===== src/rtl/tx_arbiter.sv =====
// Transmit arbiter: shares one transport between session control words and
// fixed-length voice packets read from the mic buffer. Voice packets are
// atomic once granted; ties between the two sources alternate.
//
// state    | meaning
// ---------+-----------------------------------------------------------
// IDLE     | nothing granted; evaluate control/voice eligibility
// CTL_SEND | control granted; wait for transport, then issue the word
// CTL_GAP  | one spacer cycle after a control word
// V_READ   | strobe the mic buffer for the next voice word
// V_LATCH  | capture mic_data returned by the read
// V_SEND   | wait for transport, then issue the latched voice word
// V_GAP    | spacer; loop for the next word or close out the packet
module tx_arbiter #(
    parameter int PKT_LEN = 8
) (
    input  logic        clk,
    input  logic        reset,
    input  logic        ctl_req,
    input  logic [1:0]  ctl_cmd,
    input  logic [15:0] ctl_data,
    output logic        ctl_ack,
    input  logic        voice_en,
    input  logic [7:0]  mic_count,
    output logic        mic_rd_en,
    input  logic [15:0] mic_data,
    input  logic        transportBusy,
    output logic [1:0]  cmd,
    output logic [15:0] dataOut,
    output logic        arbBusy,
    output logic [2:0]  arb_state,
    output logic [7:0]  pkt_count
);

    typedef enum logic [2:0] {
        S_IDLE     = 3'd0,
        S_CTL_SEND = 3'd1,
        S_CTL_GAP  = 3'd2,
        S_V_READ   = 3'd3,
        S_V_LATCH  = 3'd4,
        S_V_SEND   = 3'd5,
        S_V_GAP    = 3'd6
    } state_t;

    localparam logic [7:0] PKT_LEN_W   = 8'(PKT_LEN);
    localparam logic       GRANT_VOICE = 1'b0;
    localparam logic       GRANT_CTL   = 1'b1;

    state_t      state_q, state_d;
    logic [7:0]  word_cnt_q, word_cnt_d;
    logic [15:0] word_q, word_d;
    logic        last_grant_q, last_grant_d;
    logic [7:0]  pkt_count_q, pkt_count_d;
    logic [1:0]  cmd_q, cmd_d;
    logic [15:0] data_q, data_d;
    logic        ack_q, ack_d;
    logic        ctl_elig;
    logic        voice_elig;

    assign ctl_elig   = ctl_req && (ctl_cmd != 2'b00);
    assign voice_elig = voice_en && (mic_count >= PKT_LEN_W);

    // Next-state, grant decision and the transport word for the next cycle.
    always_comb begin
        state_d      = state_q;
        word_cnt_d   = word_cnt_q;
        word_d       = word_q;
        last_grant_d = last_grant_q;
        pkt_count_d  = pkt_count_q;
        cmd_d        = 2'b00;
        data_d       = 16'h0000;
        ack_d        = 1'b0;

        case (state_q)
            S_IDLE: begin
                if (ctl_elig && voice_elig) begin
                    // Tie goes to whichever source was not served last.
                    if (last_grant_q == GRANT_VOICE) begin
                        state_d = S_CTL_SEND;
                    end else begin
                        state_d    = S_V_READ;
                        word_cnt_d = PKT_LEN_W;
                    end
                end else if (ctl_elig) begin
                    state_d = S_CTL_SEND;
                end else if (voice_elig) begin
                    state_d    = S_V_READ;
                    word_cnt_d = PKT_LEN_W;
                end
            end
            S_CTL_SEND: begin
                if (!transportBusy) begin
                    cmd_d        = ctl_cmd;
                    data_d       = ctl_data;
                    ack_d        = 1'b1;
                    last_grant_d = GRANT_CTL;
                    state_d      = S_CTL_GAP;
                end
            end
            S_CTL_GAP: begin
                state_d = S_IDLE;
            end
            S_V_READ: begin
                state_d = S_V_LATCH;
            end
            S_V_LATCH: begin
                word_d  = mic_data;
                state_d = S_V_SEND;
            end
            S_V_SEND: begin
                if (!transportBusy) begin
                    cmd_d      = (word_cnt_q == 8'd1) ? 2'b11 : 2'b10;
                    data_d     = word_q;
                    word_cnt_d = word_cnt_q - 8'd1;
                    state_d    = S_V_GAP;
                end
            end
            S_V_GAP: begin
                if (word_cnt_q != 8'd0) begin
                    state_d = S_V_READ;
                end else begin
                    pkt_count_d  = pkt_count_q + 8'd1;
                    last_grant_d = GRANT_VOICE;
                    state_d      = S_IDLE;
                end
            end
            default: begin
                state_d = S_IDLE;
            end
        endcase
    end

    // State and registered transport outputs; reset abandons any packet.
    always_ff @(posedge clk) begin
        if (!reset) begin
            state_q      <= S_IDLE;
            word_cnt_q   <= 8'd0;
            word_q       <= 16'h0000;
            last_grant_q <= GRANT_VOICE;
            pkt_count_q  <= 8'd0;
            cmd_q        <= 2'b00;
            data_q       <= 16'h0000;
            ack_q        <= 1'b0;
        end else begin
            state_q      <= state_d;
            word_cnt_q   <= word_cnt_d;
            word_q       <= word_d;
            last_grant_q <= last_grant_d;
            pkt_count_q  <= pkt_count_d;
            cmd_q        <= cmd_d;
            data_q       <= data_d;
            ack_q        <= ack_d;
        end
    end

    // The read strobe is decoded from state so mic_data lands in V_LATCH.
    assign mic_rd_en = (state_q == S_V_READ);
    assign cmd       = cmd_q;
    assign dataOut   = data_q;
    assign ctl_ack   = ack_q;
    assign arbBusy   = (state_q != S_IDLE);
    assign arb_state = state_q;
    assign pkt_count = pkt_count_q;

endmodule


===== config.mk =====
export PLATFORM = sky130hd
export DESIGN_NAME = tx_arbiter
export DESIGN_NICKNAME = d
export VERILOG_FILES = /design/src/rtl/tx_arbiter.sv
export SDC_FILE = /design/constraint.sdc
export NUM_CORES = 1
export LEC_CHECK = 0
export ABC_AREA = 1
export CELL_PAD_IN_SITES_DETAIL_PLACEMENT = 1
export CELL_PAD_IN_SITES_GLOBAL_PLACEMENT = 1
export CORE_UTILIZATION = 44
export DETAILED_ROUTE_END_ITERATION = 6
export DONT_BUFFER_PORTS = 1
export PLACE_DENSITY_LB_ADDON = 0.15
export SYNTH_ARGS = -nofsm -noshare
export SYNTH_HDL_FRONTEND = slang
export SYNTH_SLANG_ARGS = --single-unit
export TNS_END_PERCENT = 30

===== constraint.sdc =====
create_clock -name clk -period 2 [get_ports clk]
set_input_delay 0.3 -clock clk [delete_from_list [all_inputs] [get_ports clk]]
set_output_delay 0.3 -clock clk [all_outputs]
set_load 0.02 [all_outputs]

-- Word level (Yosys, flattened, before mapping)
Index checks and enable logic that the tools add are counted.
- register bits after elaboration: 55
- input bits: 47
- output and inout bits: 32
- word-level logic and storage cells: 64
- add/subtract/negate cells: 2
- $lt $le $gt $ge: 1
- equality and inequality tests: 13
- mux-type cells: 25
- bitwise operators: 1
- reduce and logical (&&, ||, !) cells: 14
- operators by type and width (kind ; count):
    $mux 8 ; 5
    $mux 16 ; 2
    $pmux 16 s2 ; 1
    $pmux 3 s6 ; 1
    $pmux 8 s2 ; 1
    $mux 3 ; 5
    $eq 3x3->1 const B ; 3
    $ne 3x3->1 const B ; 3
    $add 8x1->8 const B ; 1
    $eq 8x1->1 const B ; 1
    $ge 8x4->1 const B ; 1
    $mux 2 ; 4
    $reduce_bool 8->1 ; 1
    $sub 8x1->8 const B ; 1
    $ne 2x2->1 const B ; 3
    $reduce_and 3->1 ; 2
    $reduce_bool 2->1 ; 3
    $reduce_and 5->1 ; 1
    $mux 1 ; 4
    $ne 4x4->1 const B ; 1
    $pmux 2 s2 ; 1
    $reduce_and 2->1 ; 2
    $eq 3x1->1 const B ; 1
    $eq 3x2->1 const B ; 1
    5 further kinds ; 7

-- Logic depth before layout (Yosys ltp)
Gate-level depths: netlist of run 1.
- depth after elaboration: 6
- depth in mapped cells: 9
- depth with buffers taken out: 9

-- Worst setup path before layout of run 1
OpenSTA, ideal clock, no wires.
- path type: reg-to-reg
- from: register state_q[1] (netlist: arb_state[1])
- to: register data_q[10] (netlist: dataOut[10])
- setup time: 128 ps
- data arrival time: 1395 ps
- data required time: 1872 ps
- setup slack: 477 ps
- stages on the path, launching flop included: 9
- path buffers: 1
- clock period less this slack: 1523 ps
- cell sequence: dfxtp_1 > inv_1 > nand2_1 > nor2_1 > nand2_1 > clkinv_1 > buf_4 > a22oi_1 > nor2_1
- word-level cells in the longest chain between the ends: 2
- elaborated cells between the ends (all ways): 3
- classes of those cells: eq/ne (2); mux (1)
- RTL lines (what ; line ; source):
    start, declared ; 49 ; state_t state_q, state_d;
    start signal, assigned ; 145 ; state_q <= state_d;
    $eq 3x3->1 / $eq 3x1->1 (equally long branches) ; 74 ; case (state_q)
    $pmux 16 s2 (*) ; 74 ;
    end signal, assigned ; 151 ; data_q <= data_d;
    end, declared ; 55 ; logic [15:0] data_q, data_d;
Mark *: on every way between the ends. The rest lies on a longest branch, timed or not.
A chain may end at the register's enable or synchronous reset.

-- Worst setup path in the final report of run 1
- from: register state_q[0] (netlist: arb_state[0])
- to: register data_q[13] (netlist: dataOut[13])
The elaborated chain is that of the path after synthesis.

==> results of run 1 <==
==> kinds of logic after synthesis <==
| kind of cell | after synthesis |
|---|---|
| AND/OR/NAND/NOR | 150 |
| flip-flops | 55 |
| XOR/XNOR | 5 |
| AO/OA/AOI/OAI | 60 |
| buffers and inverters | 35 |
| adder cells (fa/ha/maj) | 3 |
==> cell usage in the layout, fill, tap and decap left out, types with 2 or more instances in the layout <==
cell type | Yosys | layout
nand2_1 | 31 | 31
clkbuf_8 | 0 | 6
a21oi_1 | 17 | 17
o21a_1 | 2 | 2
inv_2 | 5 | 5
o21ai_1 | 2 | 2
nand3_1 | 28 | 28
buf_4 | 1 | 5
xnor2_1 | 4 | 4
nand2_2 | 2 | 2
inv_1 | 20 | 20
nor2_4 | 2 | 2
nand4_1 | 5 | 5
nor2_1 | 74 | 74
o21ai_0 | 20 | 20
nor2_2 | 3 | 3
ha_1 | 3 | 3
dfxtp_1 | 55 | 55
a22oi_1 | 16 | 16
==> final cells by class <==
type	instances	area share (%)
multi-input combinational	218	44.1
sequential	55	43.3
inverter	26	3.83
tap	70	3.44
clock buffer	6	3.24
timing repair buffer	5	1.47
clock inverter	2	0.639
==> flip-flops by register name (all words and copies together), names as in the netlist <==
register	flops
cmd	2
dataOut	16
word_q	16
ctl_ack	1
pkt_count	8
arb_state	3
word_cnt_q	8
last_grant_q	1
==> final timing paths <==
| check | startpoint | endpoint | slack, ns | cells after the start |
|---|---|---|---|---|
| setup / recovery | arb_state[0]$_SDFFE_PN0P_ | dataOut[13]$_SDFF_PN0_ | 0.21 | 6 |
| hold / removal | reset | pkt_count[3]$_SDFFE_PN0P_ | 0.10 | 2 |
| hold reg to reg | word_cnt_q[0]$_SDFFE_PN0P_ | word_cnt_q[0]$_SDFFE_PN0P_ | 0.51 | 2 |
| setup reg to reg | arb_state[0]$_SDFFE_PN0P_ | dataOut[13]$_SDFF_PN0_ | 0.21 | 6 |
==> critical path, cell delays in order, from the launching register on <==
cell      delay [ns]
dfxtp_1         0.46
nand2_1         0.21
nor2_1          0.06
nand2_1         0.11
clkinv_1        0.45
a22oi_1         0.33
nor2_1          0.06
==> per-stage QoR <==
stage | std cells | instance area [um2] | utilization (%) | hold WS (ns)
3_3_place_gp | 374 | 2450 | 47.6 | 0.421
4_1_cts | 382 | 2540 | 49.5 | 0.0986
5_1_grt | 382 | 2540 | 49.5 | 0.108
3_5_place_dp | 374 | 2450 | 47.6 | 0.431
2_1_floorplan | 308 | 2360 | - | 0.435
6_report | 382 | 2540 | 49.5 | 0.103
==> per-layer routing <==
| metal | vias to the layer above | part of all wire, % | global-route usage, % | wire length (um) |
|---|---|---|---|---|
| li1 | 1026 | - | - | - |
| met1 | 992 | 44 | 27.6 | 2630 |
| met2 | 43 | 50 | 37.3 | 2960 |
| met3 | 5 | 5.1 | 6.43 | 305 |
| met4 | 0 | 0.87 | 5.97 | 52 |
| met5 | - | 0 | 0 | 0 |
==> power by group through the flow <==
stage	combinational, uW	sequential (uW)	clock (uW)
global placement	530	1290	0
finish	544	1260	666
CTS	550	1270	683
detailed placement	549	1290	0
floorplan	425	1290	0
global route	620	1280	721
==> results.cfg, run 1 <==
[status]
status = completed

[clock_network]
htreeDepth = 2
clkSinkCount = 55
clock_latency_ns = 0.31
numCtsBuffers = 5
ctsHoldBuffers = 0
cts_tree = done
clock_path_buffers = 2
root_buffer = clkbuf_8
post_cts_resized = 0
postCtsSetupBuffers = 0
path_clk_slew_ns = 0.10

[synthesis]
synthMuxAreaShare_pct = 0
synth_nets = 358
ys_ff_latch = 55
yosysMostFrequentCell = nor2_1
synth_top_family_by_area = simple AND/OR/NAND/NOR gates
synth_edf_count = 0
synth-seq-area-share_pct = 46.6
synth-simple-area-share_pct = 28.7
yosys.area.top_type_share_pct = 46.6
ys_top_cells_by_area = dfxtp_1 47%, nor2_1 12%, nand3_1 5.9%
synthCells = 308
synth-async-reset-ratio_pct = 0
synthFlopType = dfxtp_1
yosys.area_share.xor_xnor_pct = 1.85
syn_area_mm2 = 0.00236
yosysWarnings = 0
yosys.area.top_type = dfxtp_1
yosys-top-cells-count = 74 x nor2_1, 55 x dfxtp_1, 31 x nand2_1, 28 x nand3_1
synth_compound_area_share_pct = 15.4
synthAdderAreaFrac_pct = 1.59
avgSynthCellArea_um2 = 7.67
synthDistinctLibCells = 31

[floorplanning]
core-area_mm2 = 0.00514
die_h_um = 75.3
ioPinCount = 79
die_x_um = 75.3
initial_core_util_pct = 46.0
dieArea_mm2 = 0.00567
rows = 26

[pwr]
intPower_uw = 1630
clockPowerShare_pct = 26.9
seqPwrFrac_pct = 51.1
switchingPower_uw = 844
power.density_mw_per_mm2 = 972
swShare_pct = 34.1
vdd_ir_drop_max_v = 0.000550
p_leak_uw = 0.00104
total_power_uw = 2470
combPwrFrac_pct = 22.0

[worst_setup_path]
cp-start-kind = register
cp.required_ns = 2.20
end_kind = register
critPathKind = reg2reg
critPathMaxFanout = 17
cp.arrival_ns = 1.99

[place]
port_buffers = 0
dp_slack_ns = 0.181
dpl.hpwl_um = 4250
place.gp.congestion = 0.848

[worst_hold_path]
hp-class = in2reg

[global_routing]
grt_use_total_pct = 22.1
grt_pass1_vias = 2051
antenna_found_initial = 0
overflow = 0
grt_pass1_wl_um = 9420
grt_max_degree = 25

[detailed_routing]
drt-total-wl_um = 5950
avgRoutedWirePerCell_um = 15.6
vias_per_cell = 5.41
vias = 2066
ant_nets = 0
drt_iter0_drc = 100
drc_errors = 0
dr.pass1.iters = 4

[sta]
setup_ws_ns = 0.209
finClkSkew_ns = 0.00791
slew_viol_final = 0
finalSetupViolCount = 0
rsz0062_at_grt = no
layout_worst_path_cycle_share_pct = 89.5
fmax_ghz = 0.558
finalHoldViolCount = 0
fin_tns_setup_ns = 0
tightest_slew_ns = 0.525
max_slew_margin_pct = 64.8
period_needed_ns = 1.79

[final_layout]
nFillCells = 674
multi_input_area_mm2 = 0.00112
final_nets = 361
synthToLayoutAreaGrowth_pct = 7.73
seqCellArea_mm2 = 0.00110
drive_above_1_share_pct = 9.62
diodes = 0

[flow_run]
drv_cap = 0
(Power assumes the default switching activity.)
==> inputs of run 2 (changes only) <==
CORE_UTILIZATION = 40   (was 44)
PLACE_DENSITY_LB_ADDON = 0.1   (was 0.15)
==> run 2 against run 1 <==
Clock power shrank 6.3%. Sequential cell count is the same. Core utilization shrank 4.2 points. Critical path depth is the same. Cell count grew 0.79%. Fmax grew 3.2%. Die area grew 9.7%. Non-clock buffer count grew 1. Global-route usage shrank 1.9 points. Critical path type unchanged. Via count shrank 2.2%. Total power shrank 1.8%.
==> results.cfg, run 2 (synthesis results as in run 1) <==
[global_routing]
grt_use_total_pct = 20.1
grt_max_degree = 25
grt_pass1_wl_um = 9720
antenna_found_initial = 0
overflow = 0
grt_pass1_vias = 2062

[floorplanning]
initial_core_util_pct = 42.1
dieArea_mm2 = 0.00622
die_h_um = 78.9
core-area_mm2 = 0.00561
die_x_um = 78.9
ioPinCount = 79
rows = 27

[pwr]
intPower_uw = 1600
power.density_mw_per_mm2 = 955
clockPowerShare_pct = 25.7
seqPwrFrac_pct = 52.3
vdd_ir_drop_max_v = 0.000394
switchingPower_uw = 833
combPwrFrac_pct = 22.0
swShare_pct = 34.3
p_leak_uw = 0.00105

[clock_network]
post_cts_resized = 0
ctsHoldBuffers = 0
postCtsSetupBuffers = 0
root_buffer = clkbuf_8
numCtsBuffers = 5
clock_latency_ns = 0.31
cts_tree = done
path_clk_slew_ns = 0.10
clkSinkCount = 55
clock_path_buffers = 2
htreeDepth = 2

[worst_hold_path]
hp-class = in2reg

[detailed_routing]
avgRoutedWirePerCell_um = 15.4
drt-total-wl_um = 5940
vias_per_cell = 5.25
ant_nets = 0
dr.pass1.iters = 4
drt_iter0_drc = 72
vias = 2020
drc_errors = 0

[final_layout]
final_common_cell = nor2_1
diodes = 0
layout_common_cells = 74 x nor2_1, 55 x dfxtp_1, 31 x nand2_1
final_area_mm2 = 0.00254
synthToLayoutAreaGrowth_pct = 7.68
final_nets = 362
drive_above_1_share_pct = 9.90
fin_util_pct = 45.4

[sta]
fin_tns_setup_ns = 0
finClkSkew_ns = 0.00578
period_needed_ns = 1.74
finalSetupViolCount = 0
max_slew_margin_pct = 67.4
rsz0062_at_grt = no
layout_worst_path_cycle_share_pct = 86.8
fmax_ghz = 0.576
tightest_slew_ns = 0.486
finalHoldViolCount = 0
slew_viol_final = 0

[worst_setup_path]
max_stage_delay_ns = 0.46
critPathMaxFanout = 17
slowest_stage = dfxtp_1
crit_chain = nand2_1, nor2_1, nand2_1, clkinv_1, a22oi_1, nor2_1
cp.arrival_ns = 1.93
end_kind = register
critPathKind = reg2reg
cp.required_ns = 2.20
cp-start-kind = register

[place]
port_buffers = 0
place.gp.congestion = 0.825
dpl.hpwl_um = 4270
placed_cell_area_mm2 = 0.00246

[status]
status = completed

[flow_run]
drv_cap = 0
-- run 2: path summary, 6_finish.rpt --
path / cells past startpoint / slack [ns] / start / to
setup / recovery: 6 / 0.26 / arb_state[0]$_SDFFE_PN0P_ / dataOut[13]$_SDFF_PN0_
hold / removal: 2 / 0.10 / reset / pkt_count[3]$_SDFFE_PN0P_
setup reg to reg: 6 / 0.26 / arb_state[0]$_SDFFE_PN0P_ / dataOut[13]$_SDFF_PN0_
hold reg to reg: 2 / 0.52 / word_cnt_q[7]$_SDFFE_PN0P_ / word_cnt_q[7]$_SDFFE_PN0P_
-- run 2: metrics by stage --
| step | worst slack (ns) | hold WS (ns) | total power (uW) | instances |
|---|---|---|---|---|
| 4_1_cts | 0.210 | 0.0976 | 2470 | 385 |
| 2_1_floorplan | 0.477 | 0.435 | 1710 | 308 |
| 3_3_place_gp | 0.268 | 0.424 | 1820 | 377 |
| 3_5_place_dp | 0.223 | 0.433 | 1840 | 377 |
| 6_report | 0.264 | 0.104 | 2430 | 385 |
| 5_1_grt | 0.0862 | 0.101 | 2580 | 385 |
-- run 2: layout make-up --
cell class                      count  area (um2)
Multi-Input combinational cell    218        1120
Fill cell                         735        3060
Timing Repair Buffer                6        45.0
Clock inverter                      3        18.8
Tap cell                           72        90.1
Sequential cell                    55        1100
Clock buffer                        5        68.8
Inverter                           26        97.6
-- run 2: critical path, delay by kind of cell (launching register included) --
kind / cells / cell delay, ns
AO/OA/AOI/OAI: 1 / 0.30
buffers and inverters: 1 / 0.41
flip-flops: 1 / 0.46
AND/OR/NAND/NOR: 4 / 0.47
-- run 2: layer usage --
metal  track usage, %  wire, um
met1             24.4      2690
met2             35.7      2920
met3             4.25       266
met4             6.00        65
met5                0         0
-- run 2: power by group through the flow --
stage / combinational, uW / sequential, uW / clock [uW]
after floorplan: 425 / 1290 / 0
after global placement: 529 / 1290 / 0
after detailed placement: 538 / 1300 / 0
after CTS: 542 / 1270 / 651
after global routing: 611 / 1280 / 685
final: 534 / 1270 / 624
==> inputs of run 3 (changes only) <==
PLACE_DENSITY = 0.69   (was unset)
PLACE_DENSITY_LB_ADDON = unset   (was 0.1)
==> run 3 against run 2 <==
Clock power is 4.3% higher. Non-clock buffer count is 3 higher. First-iteration DRC count is 17% lower. Cell count is 0.78% higher. Sequential power hardly changed. Combinational power is 8.4% higher. Sequential share of layout area is 0.53 points lower. Core utilization is 0.56 points higher. Critical path type unchanged. Highest routed layer unchanged.
==> results.cfg, run 3 (synthesis results as in run 1) <==
[status]
status = completed

[sta]
rsz0062_at_grt = no
slew_viol_final = 0
layout_worst_path_cycle_share_pct = 84.8
finalHoldViolCount = 0
tightest_slew_ns = 0.458
max_slew_margin_pct = 69.4
setup_ws_ns = 0.304
finClkSkew_ns = 0.00532
fin_tns_setup_ns = 0
fmax_ghz = 0.590
period_needed_ns = 1.70
whs_ns = 0.102
finalSetupViolCount = 0

[pwr]
vdd_ir_drop_max_v = 0.000432
seqPwrFrac_pct = 50.4
p_leak_uw = 0.00106
clockPowerShare_pct = 26.3
swShare_pct = 34.5
total_power_uw = 2480
power.density_mw_per_mm2 = 963
combPwrFrac_pct = 23.3
intPower_uw = 1620
switchingPower_uw = 855

[worst_setup_path]
end_kind = register
critPathMaxFanout = 10
reg2reg_depth = 10
crit_chain = buf_4, nor2_2, inv_2, nor2_4, inv_2, nor2_1, nand2_2, nand2_1, nand2_1, a21oi_1
max_stage_delay_ns = 0.38
slowest_stage = dfxtp_1
cp.required_ns = 2.25
cp-start-kind = register
critPathKind = reg2reg
cp.arrival_ns = 1.94

[clock_network]
clkSinkCount = 55
postCtsSetupBuffers = 0
htreeDepth = 2
clock_path_buffers = 2
cts_tree = done
root_buffer = clkbuf_8
clock_latency_ns = 0.31
ctsHoldBuffers = 0
path_clk_slew_ns = 0.10
numCtsBuffers = 5
post_cts_resized = 0

[floorplanning]
initial_core_util_pct = 42.1
die_x_um = 78.9
rows = 27
core-area_mm2 = 0.00561
ioPinCount = 79
die_h_um = 78.9
dieArea_mm2 = 0.00622

[detailed_routing]
drt-total-wl_um = 5960
ant_nets = 0
avgRoutedWirePerCell_um = 15.4
drc_errors = 0
dr.pass1.iters = 4
vias_per_cell = 5.28
vias = 2047
drt_iter0_drc = 60

[global_routing]
grt_pass1_wl_um = 10300
antenna_found_initial = 0
overflow = 0
grt_pass1_vias = 2183
grt_max_degree = 25
grt_use_total_pct = 21.1

[final_layout]
seqCellArea_mm2 = 0.00110
nFillCells = 733
final_common_cell = nor2_1
synthToLayoutAreaGrowth_pct = 9.00
diodes = 0
layout_common_cells = 74 x nor2_1, 55 x dfxtp_1, 31 x nand2_1
fin_cells = 388
multi_input_area_mm2 = 0.00112
final_nets = 365
drive_above_1_share_pct = 10.8

[worst_hold_path]
min_delay_path_depth = 2
hp-class = in2reg

[place]
dpl.cell_count = 380
place.gp.congestion = 0.770
dpl.hpwl_um = 4330
dp_slack_ns = 0.304
port_buffers = 0

[flow_run]
drv_cap = 0
-- run 3: layer usage --
| layer | wire length [um] | track usage, % | vias to the layer above | share of wire, % |
|---|---|---|---|---|
| li1 | - | - | 1028 | - |
| met1 | 2640 | 25.8 | 971 | 44 |
| met5 | 0 | 0 | - | 0 |
| met4 | 60 | 5.45 | 0 | 1.0 |
| met3 | 312 | 5.40 | 4 | 5.2 |
| met2 | 2950 | 36.6 | 44 | 50 |
-- run 3: final timing paths --
| check | startpoint | end | slack, ns |
|---|---|---|---|
| worst max-delay path | arb_state[0]$_SDFFE_PN0P_ | word_cnt_q[1]$_SDFFE_PN0P_ | 0.30 |
| worst min register to register | word_cnt_q[0]$_SDFFE_PN0P_ | word_cnt_q[0]$_SDFFE_PN0P_ | 0.52 |
| worst max register to register | arb_state[0]$_SDFFE_PN0P_ | word_cnt_q[1]$_SDFFE_PN0P_ | 0.30 |
| worst min-delay path | reset | pkt_count[3]$_SDFFE_PN0P_ | 0.10 |
-- run 3: through the flow --
stage	cell area, um2	utilization, %
2_1_floorplan	2360	-
3_3_place_gp	2480	44.2
3_5_place_dp	2480	44.2
4_1_cts	2570	45.9
5_1_grt	2570	45.9
6_report	2570	45.9
-- run 3: worst max-delay path, delay by kind of cell, from the launching register on --
kind / cells / cell delay, ns
flops: 1 / 0.38
simple gates: 6 / 0.76
compound gates: 1 / 0.11
buf+inv: 3 / 0.38
-- run 3: power by group through the flow --
stage / clock, uW / combinational, uW / sequential [uW]
6_report: 651 / 579 / 1250
5_1_grt: 729 / 659 / 1260
4_1_cts: 683 / 585 / 1250
3_3_place_gp: 0 / 566 / 1270
3_5_place_dp: 0 / 580 / 1270
2_1_floorplan: 0 / 425 / 1290
-- run 3: area by class of cell --
cell class	count	area share, %
clock buffers	5	2.67
clock inverters	3	1.07
inverters	26	3.79
multi-input cells	218	43.6
flip-flops and latches	55	42.8
well taps	72	3.50
repair buffers	9	2.62
